`config.mk`:
```
export PLATFORM = sky130hd
export DESIGN_NAME = uart_frame_parser
export DESIGN_NICKNAME = d
export VERILOG_FILES = /design/src/rtl/uart_frame_parser.sv
export SDC_FILE = /design/constraint.sdc
export NUM_CORES = 1
export LEC_CHECK = 0
export CAP_MARGIN = 5
export CORE_MARGIN = 1.5
export CORE_UTILIZATION = 60
export CTS_BUF_LIST = sky130_fd_sc_hd__clkbuf_8
export DETAILED_ROUTE_END_ITERATION = 12
export PLACE_DENSITY = 0.95
export SLEW_MARGIN = 40
export SYNTH_ARGS = -nofsm -noshare
export SYNTH_HDL_FRONTEND = slang
export SYNTH_SLANG_ARGS = --single-unit
```
`constraint.sdc`:
```
create_clock -name I_clk -period 6.8 [get_ports I_clk]
set_clock_uncertainty 0.2 [all_clocks]
set_input_delay 1.02 -clock I_clk [delete_from_list [all_inputs] [get_ports I_clk]]
set_output_delay 1.02 -clock I_clk [all_outputs]
set_load 0.1 [all_outputs]
```
`src/rtl/uart_frame_parser.sv`:
```
`default_nettype none
// ============================================================================
// Module   : uart_frame_parser
// Purpose  : Assembles header/cmd/len/payload/checksum frames from UART bytes.
// Revision : 1.0
// ============================================================================
module uart_frame_parser #(
    parameter logic [7:0] HEADER      = 8'h55,
    parameter int         MAX_LEN     = 8,
    parameter int         TIMEOUT_CYC = 52080
) (
    input  logic                 I_clk,
    input  logic                 I_rst,
    input  logic [7:0]           I_rx_data,
    input  logic                 I_rx_done,
    output logic                 O_frame_valid,
    output logic [7:0]           O_cmd,
    output logic [3:0]           O_len,
    output logic [8*MAX_LEN-1:0] O_payload,
    output logic                 O_frame_err,
    output logic [1:0]           O_err_code
);
    localparam int            TW         = $clog2(TIMEOUT_CYC + 1);
    localparam logic [TW-1:0] C_TMO_LAST = TW'(TIMEOUT_CYC - 1);
    localparam logic [7:0]    C_MAX_LEN  = 8'(MAX_LEN);

    typedef enum logic [2:0] {
        S_IDLE    = 3'd0,
        S_CMD     = 3'd1,
        S_LEN     = 3'd2,
        S_PAYLOAD = 3'd3,
        S_CHK     = 3'd4
    } state_t;

    state_t                 r_state;
    state_t                 w_next_state;
    logic                   r_done_d;
    logic [TW-1:0]          r_tmo;
    logic [7:0]             r_sum;
    logic [3:0]             r_idx;
    logic [3:0]             r_len_sh;
    logic [7:0]             r_cmd_sh;
    logic [8*MAX_LEN-1:0]   r_buf;
    logic                   w_byte_stb;
    logic                   w_expire;
    logic                   w_commit;
    logic                   w_err;
    logic [1:0]             w_err_code;

    assign w_byte_stb = I_rx_done & ~r_done_d;
    // A byte arriving on the expiry cycle takes precedence over the timeout.
    assign w_expire   = (r_state != S_IDLE) && !w_byte_stb && (r_tmo == C_TMO_LAST);

    always_ff @(posedge I_clk) begin
        if (I_rst) r_state <= S_IDLE;
        else       r_state <= w_next_state;
    end

    always_comb begin
        w_next_state = r_state;
        w_commit     = 1'b0;
        w_err        = 1'b0;
        w_err_code   = 2'd0;
        if (w_expire) begin
            w_next_state = S_IDLE;
            w_err        = 1'b1;
            w_err_code   = 2'd2;
        end else if (w_byte_stb) begin
            case (r_state)
                S_IDLE: begin
                    if (I_rx_data == HEADER) w_next_state = S_CMD;
                end
                S_CMD: w_next_state = S_LEN;
                S_LEN: begin
                    if (I_rx_data > C_MAX_LEN) begin
                        w_next_state = S_IDLE;
                        w_err        = 1'b1;
                        w_err_code   = 2'd1;
                    end else if (I_rx_data == 8'd0) begin
                        w_next_state = S_CHK;
                    end else begin
                        w_next_state = S_PAYLOAD;
                    end
                end
                S_PAYLOAD: begin
                    if (r_idx == r_len_sh - 4'd1) w_next_state = S_CHK;
                end
                S_CHK: begin
                    w_next_state = S_IDLE;
                    if (I_rx_data == r_sum) begin
                        w_commit = 1'b1;
                    end else begin
                        w_err      = 1'b1;
                        w_err_code = 2'd3;
                    end
                end
                default: w_next_state = S_IDLE;
            endcase
        end
    end

    always_ff @(posedge I_clk) begin
        if (I_rst) begin
            r_done_d      <= 1'b1;
            r_tmo         <= '0;
            r_sum         <= '0;
            r_idx         <= '0;
            r_len_sh      <= '0;
            r_cmd_sh      <= '0;
            r_buf         <= '0;
            O_frame_valid <= 1'b0;
            O_frame_err   <= 1'b0;
            O_err_code    <= '0;
            O_cmd         <= '0;
            O_len         <= '0;
            O_payload     <= '0;
        end else begin
            r_done_d      <= I_rx_done;
            O_frame_valid <= w_commit;
            O_frame_err   <= w_err;
            if (w_err) O_err_code <= w_err_code;
            if (w_commit) begin
                O_cmd     <= r_cmd_sh;
                O_len     <= r_len_sh;
                O_payload <= r_buf;
            end
            if (w_byte_stb || r_state == S_IDLE) r_tmo <= '0;
            else                                 r_tmo <= r_tmo + 1'b1;
            if (w_byte_stb) begin
                case (r_state)
                    S_IDLE: begin
                        // Clearing here leaves unused payload bytes zero at commit.
                        if (I_rx_data == HEADER) r_buf <= '0;
                    end
                    S_CMD: begin
                        r_cmd_sh <= I_rx_data;
                        r_sum    <= I_rx_data;
                    end
                    S_LEN: begin
                        r_len_sh <= I_rx_data[3:0];
                        r_sum    <= r_sum + I_rx_data;
                        r_idx    <= '0;
                    end
                    S_PAYLOAD: begin
                        for (int i = 0; i < MAX_LEN; i++) begin
                            if (r_idx == 4'(i)) r_buf[8*i +: 8] <= I_rx_data;
                        end
                        r_sum <= r_sum + I_rx_data;
                        r_idx <= r_idx + 4'd1;
                    end
                    default: ;
                endcase
            end
        end
    end

endmodule
`default_nettype wire
```
# After elaboration in Yosys (flattened, before gate mapping)
# Cells that the tools add are included.
[word_totals]
reg_bits = 188
inputBits = 11
out_inout_bits = 80
word_cells = 111
[op_classes]
n_addsub = 4
magnitude_cmp = 1
eq_ne = 25
muxes = 31
n_bitwise = 2
n_reduce_logical = 27
[ops]
columns = ["operator", "count"]
rows = [
  ["64-bit one-hot mux with 2 select lines", 1],
  ["64-bit 2-to-1 mux", 1],
  ["8-bit 2-to-1 mux", 8],
  ["4-bit AND reduction", 8],
  ["2-bit != test (second input constant)", 10],
  ["16-bit by 1-bit adder with 16-bit output (second input constant)", 1],
  ["16-bit == test (second input constant)", 1],
  ["4-bit by 3-bit == test with 1-bit output (second input constant)", 4],
  ["8-bit one-hot mux with 2 select lines", 1],
  ["3-bit 2-to-1 mux", 4],
  ["3-bit one-hot mux with 4 select lines", 1],
  ["1-bit 2-to-1 mux", 9],
  ["8-bit adder", 1],
  ["4-bit by 2-bit == test with 1-bit output (second input constant)", 2],
  ["8-bit by 7-bit == test with 1-bit output (second input constant)", 1],
  ["8-bit == test", 1],
  ["8-bit by 4-bit greater-than comparator with 1-bit output (second input constant)", 1],
  ["8-bit logical NOT", 1],
  ["4-bit one-hot mux with 2 select lines", 1],
  ["2-bit AND reduction", 4],
  ["3-bit by 2-bit == test with 1-bit output (second input constant)", 2],
  ["2-bit 2-to-1 mux", 3],
  ["2-bit nonzero test", 3],
  ["2-bit OR reduction", 3],
  ["other kinds (17)", 18],
]

# Logic depth before layout (Yosys ltp)
# Gate-level depths: netlist (run 1).
[logic_depth]
word_depth = 6
depth_mapped = 9
ltp_nobuf = 8

# Worst setup path after synthesis (run 1)
# OpenSTA, ideal clock, no wires.
[synth_path]
path_kind = "input to register"
start = "in I_rx_data[5]"
end = "reg O_payload[22]"
setup_ns = 0.132
arrival_ns = 2.579
required_ns = 6.468
path_slack_ns = 3.889
stages = 9
path_buffers = 3
path_cell_list = "ha_1 -> nor4_1 -> nand3b_1 -> or2_2 -> buf_2 -> buf_4 -> buf_4 -> nand2_1 -> a21oi_1"
[synth_via]
elab_chain_len = 5
[synth_lines]
columns = ["item", "line_no", "source"]
rows = [
  ["from (decl)", "14", "input logic [7:0] I_rx_data,"],
  ["8-bit == test", "90", "if (I_rx_data == r_sum) begin"],
  ["1-bit 2-to-1 mux", "90", ""],
  ["1-bit 2-to-1 mux", "69", "case (r_state)"],
  ["1-bit 2-to-1 mux", "68", "end else if (w_byte_stb) begin"],
  ["1-bit 2-to-1 mux", "64", "if (w_expire) begin"],
  ["to (signal assigned)", "125", "O_payload <= r_buf;"],
  ["to (decl)", "19", "output logic [8*MAX_LEN-1:0] O_payload,"],
]
# Every way passes these cells.
# A chain may end at the register's enable or synchronous reset.

# Worst setup path in the final report (run 1)
[layout_path]
start = "in I_rx_data[5]"
end = "reg O_payload[2]"
# The elaborated chain is that of the path after synthesis.

==> impl_metrics.toml, run 1 <==
[clock_tree]
cts-buffers-inserted = 17
htreeDepth = 4
cts_setup_buffers = 0
tritoncts = "built"
cts.sinks = 188
clk_pin_slew_ns = 0.09
clk_latency_ns = 0.47
ctsResizeCount = 0
cts_root_buffer = "clkbuf_8"
cts_hold_buf = 0
clock_path_buffers = 2

[logic_synthesis]
synth_warnings = 0
synth_edf_count = 0
syn_avg_cell_area_sq_um = 8.713
ys_types = 54
ys_ff_latch = 188
synth_seq_area_share_pct = 48.86
ys.flop_type = "dfxtp_1"
syn_inst = 884
syn-num-nets = 909
async_flop_share_pct = 0
netlist_area_sq_um = 7702

[status]
status = "complete, no violations"

[global_routing]
antenna_found_initial = 0
grt_pass1_vias = 5819
grt_max_degree = 93
gr-total-overflow = 0
track_usage_pct = 27.04
grt_pass1_wl_um = 28500

[hold_path]
holdCritStartpoint = "O_cmd[3]$_SDFFE_PP0P_"
hold_class = "reg -> reg"
min_to = "O_cmd[3]$_SDFFE_PP0P_"
min_path_cells = 2

[critical_path]
critPathMaxFanout = 37
r2r-end = "O_payload[2]$_SDFFE_PP0P_"
criticalPathCategory = "in -> reg"
worst-r2r-cell-count = 8
worst-endpoint-arrival_ns = 3.76
crit_required_ns = 6.99
critPathCaptureType = "flop"
rrSetupSlack_ns = 4.07
reg2reg_from = "r_sum[5]$_SDFFE_PP0P_"
critPathLaunchType = "input pin"

[final_layout]
drive_above_1_share_pct = 14.51
fin_nets = 972
area_growth_pct = 12.10
most-common-layout-cells = "195 x nand2_1, 188 x dfxtp_1, 106 x a21oi_1"
diodes = 0
layout_commonest_cell = "nand2_1"
fin_area_sq_um = 8635

[timing]
fin_crit_sh_pct = 52.43
hold_viol = 0
setup_viol = 0
setup_tns_ns = 0
relSlewSlack_pct = 45.81
whs_ns = 0.2527
worstMarginPinSlew_ns = 0.8129
rsz0062_at_grt = "no"
slew_violations = 0
fin_crit_ns = 3.565
fmax_mhz = 280.5

[floorplan]
dieArea_sq_um = 13530
initial_core_util_pct = 61.28
rows = 41
boundaryPins = 91
die_h_um = 116.3
fp.coreArea_sq_um = 12570
die_x_um = 116.3

[drt]
dr.pass1.iters = 5
vias_per_cell = 5.654
wire_per_inst_um = 15.63
wirelength_um = 17660
route.detailed.drc = 0
drtIter0Drc = 473
ant_nets = 0
dr_total_vias = 6389

[pwr]
total_power_mw = 1.904
p_leak_nw = 3.071
p_per_area_nw_per_um2 = 220.5
irDropWorstVdd_mv = 0.1225

[job]
drv_cap = 0

[place]
place_congestion = 0.9565
dpl_cell_area_sq_um = 8209
post-dp-hpwl_um = 11200
portBuffers = 90
-- sequential cells by signal, indices dropped and copies added, names as in the netlist, 2 cells and up --
register / cells
r_buf: 64
O_len: 4
r_cmd_sh: 8
r_tmo: 16
r_len_sh: 4
r_sum: 8
r_idx: 4
O_cmd: 8
r_state: 3
O_err_code: 2
O_payload: 64
-- per-stage QoR --
step                setup WS [ns]  instances  util [%]
CTS                         3.033       1129     68.55
detailed placement          2.632       1099     65.32
global route                3.045       1130     68.70
global placement            2.692       1099     68.48
finish                      3.235       1130     68.70
floorplan                   3.889        884         -
-- layer usage --
metal / routed length [um] / global-route usage, %
met3: 946 / 4.982
met5: 0 / 0
met2: 8692 / 43.96
met4: 385 / 12.28
met1: 7637 / 35.26
-- critical path: stages --
cell             delay (ns)
clkdlybuf4s50_1        0.52
ha_1                   0.43
nor4_1                 0.29
nand3b_1               0.20
nor2_4                 0.33
buf_8                  0.25
buf_4                  0.39
nand2_1                0.14
a21oi_1                0.17
-- worst max-delay path by stage --
stage / depth (start not counted) / from / end
2_1_floorplan: 9 / I_rx_data[5] / O_payload[22]$_SDFFE_PP0P_
5_1_grt: 9 / I_rx_data[1] / O_payload[2]$_SDFFE_PP0P_
3_3_place_gp: 8 / I_rx_data[3] / O_payload[0]$_SDFFE_PP0P_
4_1_cts: 8 / I_rx_data[5] / O_payload[2]$_SDFFE_PP0P_
6_report: 9 / I_rx_data[5] / O_payload[2]$_SDFFE_PP0P_
3_5_place_dp: 8 / I_rx_data[1] / O_payload[13]$_SDFFE_PP0P_
-- area by class of cell --
class | count | area, sq um
well taps | 172 | 215.2
inverters | 12 | 45.04
fillers | 947 | 3934
clock buffers | 19 | 261.5
repair buffers | 96 | 554.3
multi-input cells | 632 | 3650
clock inverters | 11 | 145.1
flip-flops and latches | 188 | 3764
-- cell families after synthesis --
kind of cell / after synthesis / synth area share [%]
simple gates: 382 / 21.96
flops: 188 / 48.86
compound gates: 147 / 11.70
mux: 68 / 8.837
buf+inv: 64 / 3.882
xor+xnor: 21 / 2.388
fa+ha+maj: 14 / 2.372
-- cell usage after synthesis (5+ instances only) --
cell,instances,area [sq um]
nand2_1,195,732.0
dfxtp_1,188,3764
a21oi_1,106,530.5
nor2_1,99,371.6
mux2i_1,68,680.7
clkbuf_1,32,120.1
nand3_1,17,85.08
ha_1,13,162.7
inv_1,12,45.04
xnor2_1,12,105.1
buf_2,11,55.05
nor2b_1,9,56.30
xor2_1,9,78.83
a21oi_4,8,130.1
o21ai_0,8,40.04
and2_1,7,43.79
nor3_1,7,35.03
or3_1,7,43.79
nand2b_1,6,37.54
buf_4,5,37.54
-- where the power goes --
group          internal, mW  total (mW)  leakage (nW)  switching, mW
sequential             1.10        1.10          1.51       0.000335
combinational        0.0114      0.0416          1.35         0.0302
clock                 0.380       0.762         0.210          0.382
Power figures use the tool's default switching activity.
==> run 2: changes to the inputs <==
--- a/config.mk
+++ b/config.mk
@@ -7,10 +7,10 @@
 export LEC_CHECK = 0
 export CAP_MARGIN = 5
 export CORE_MARGIN = 1.5
-export CORE_UTILIZATION = 60
+export CORE_UTILIZATION = 58
 export CTS_BUF_LIST = sky130_fd_sc_hd__clkbuf_8
 export DETAILED_ROUTE_END_ITERATION = 12
-export PLACE_DENSITY = 0.95
+export PLACE_DENSITY = 0.94
 export SLEW_MARGIN = 40
 export SYNTH_ARGS = -nofsm -noshare
 export SYNTH_HDL_FRONTEND = slang
==> constraint.sdc (replaced) <==
create_clock -name I_clk -period 3.6 [get_ports I_clk]
set_clock_uncertainty 0.2 [all_clocks]
set_input_delay 0.54 -clock I_clk [delete_from_list [all_inputs] [get_ports I_clk]]
set_output_delay 0.54 -clock I_clk [all_outputs]
set_load 0.1 [all_outputs]
==> impl_metrics.toml, run 2 (synthesized netlist as in run 1, its figures left out) <==
[timing]
relSlewSlack_pct = 50.42
fmax_mhz = 369.9
worstMarginPinSlew_ns = 0.7359
slew_violations = 0
fin_crit_ns = 2.703
setup_tns_ns = 0
fin_crit_sh_pct = 75.09
worst_slack_ns = 0.8968
setup_viol = 0
hold_viol = 0
rsz0062_at_grt = "no"

[final_layout]
multiInputGateArea_sq_um = 3650
most-common-layout-cells = "195 x nand2_1, 188 x dfxtp_1, 106 x a21oi_1"
seq_area_sq_um = 3764
drive_above_1_share_pct = 15.44
top_regs = "O_payload: 64 flops, r_buf: 64 flops, r_tmo: 16 flops"
layout_commonest_cell = "nand2_1"
fin_nets = 977
area_growth_pct = 12.74
nFillCells = 985
diodes = 0

[drt]
dr_total_vias = 6285
wire_per_inst_um = 15.12
route.detailed.drc = 0
dr.pass1.iters = 5
ant_nets = 0
vias_per_cell = 5.528
wirelength_um = 17200
drtIter0Drc = 418

[global_routing]
use_met2_pct = 40.48
use_met3_pct = 5.647
grt_max_degree = 78
gr-total-overflow = 0
grt-busiest-layer = "met2"
track_usage_pct = 25.04
met1_usage_pct = 32.08
grt_pass1_wl_um = 28170
antenna_found_initial = 0
grt_pass1_vias = 5872

[pwr]
switching_share_pct = 24.15
p_sw_uw = 851.4
p_leak_nw = 3.084
power_frac_comb_pct = 2.3
sequentialPowerShare_pct = 59.0
pwr-share-clk_pct = 38.7
p_int_mw = 2.674
p_per_area_nw_per_um2 = 406.0
irDropWorstVdd_mv = 0.2492

[clock_tree]
tritoncts = "built"
clk_pin_slew_ns = 0.10
ctsResizeCount = 0
cts.sinks = 188
cts_root_buffer = "clkbuf_8"
cts_setup_buffers = 0
clk_latency_ns = 0.48
cts_hold_buf = 0
clock_path_buffers = 2
cts-buffers-inserted = 17
htreeDepth = 4

[place]
post-dp-hpwl_um = 11530
portBuffers = 90
pre_cts_ws_ns = 0.4749
place_congestion = 0.8422

[critical_path]
critical_path.top_delay_family = "simple AND/OR/NAND/NOR gates"
critPathCaptureType = "flop"
criticalPathCategory = "in -> reg"
cp.depth = 8
worst-endpoint-arrival_ns = 2.84
worst-path-buf-inv = 2
worst-r2r-cell-count = 4
critPathLaunchType = "input pin"
cp_slowest_stage_delay_ns = 0.55
critPathMaxFanout = 77
crit_required_ns = 3.74
critPathSlowestCell = "clkdlybuf4s50_1"
path_cells = "clkdlybuf4s50_1 -> ha_1 -> nor4_1 -> nand3b_1 -> or2_2 -> buf_12 -> nand2_1 -> a21oi_1"

[floorplan]
die_h_um = 118.2
boundaryPins = 91
die_x_um = 118.2
rows = 41
dieArea_sq_um = 13980
fp.coreArea_sq_um = 12770
initial_core_util_pct = 60.30

[hold_path]
hold_class = "reg -> reg"
min_path_cells = 2

[job]
drv_cap = 0

[status]
status = "complete, no violations"
## run 2: through the flow
stage               cells  hold WS, ns  power (mW)  util (%)  area (sq um)
finish               1137       0.2476       3.525     67.98          8683
global route         1137       0.2707       3.639     67.98          8683
CTS                  1137       0.2516       3.536     67.98          8683
detailed placement   1105       0.2451       2.209     64.91          8292
global placement     1105       0.2384       2.209     68.03          8690
floorplan             884       0.2261       2.177         -          7702
## run 2: final cells by class
type                    instances  area share [%]
clock buffers                  17           2.695
repair buffers                101           7.118
well taps                     172           2.478
inverters                      12          0.5187
clock inverters                15           1.816
multi-input cells             632           42.03
flip-flops and latches        188           43.34
## run 2: final timing paths
path	startpoint	to	slack [ns]
worst max register to register	r_state[1]$_SDFFE_PP0P_	r_state[2]$_SDFFE_PP0P_	1.20
worst max-delay path	I_rx_data[5]	O_payload[52]$_SDFFE_PP0P_	0.90
worst min register to register	r_buf[41]$_SDFFE_PP0P_	O_payload[41]$_SDFFE_PP0P_	0.25
worst min-delay path	r_buf[41]$_SDFFE_PP0P_	O_payload[41]$_SDFFE_PP0P_	0.25
## run 2: power by group through the flow
stage               clock, mW  sequential, mW  combinational (mW)
finish                   1.36            2.08              0.0826
detailed placement          0            2.13              0.0814
CTS                      1.38            2.08              0.0814
global route             1.47            2.08              0.0890
global placement            0            2.13              0.0814
floorplan                   0            2.13              0.0497
## run 2: worst min-delay path, stage by stage, from the launching register on
cell     delay [ns]
dfxtp_1        0.32
nand2_1        0.05
a21oi_1        0.05
## run 2: routing by layer
layer	routed length [um]	part of all wire [%]
met5	0	0
met3	942	5.5
met2	8082	47
met1	7732	45
met4	437	2.5
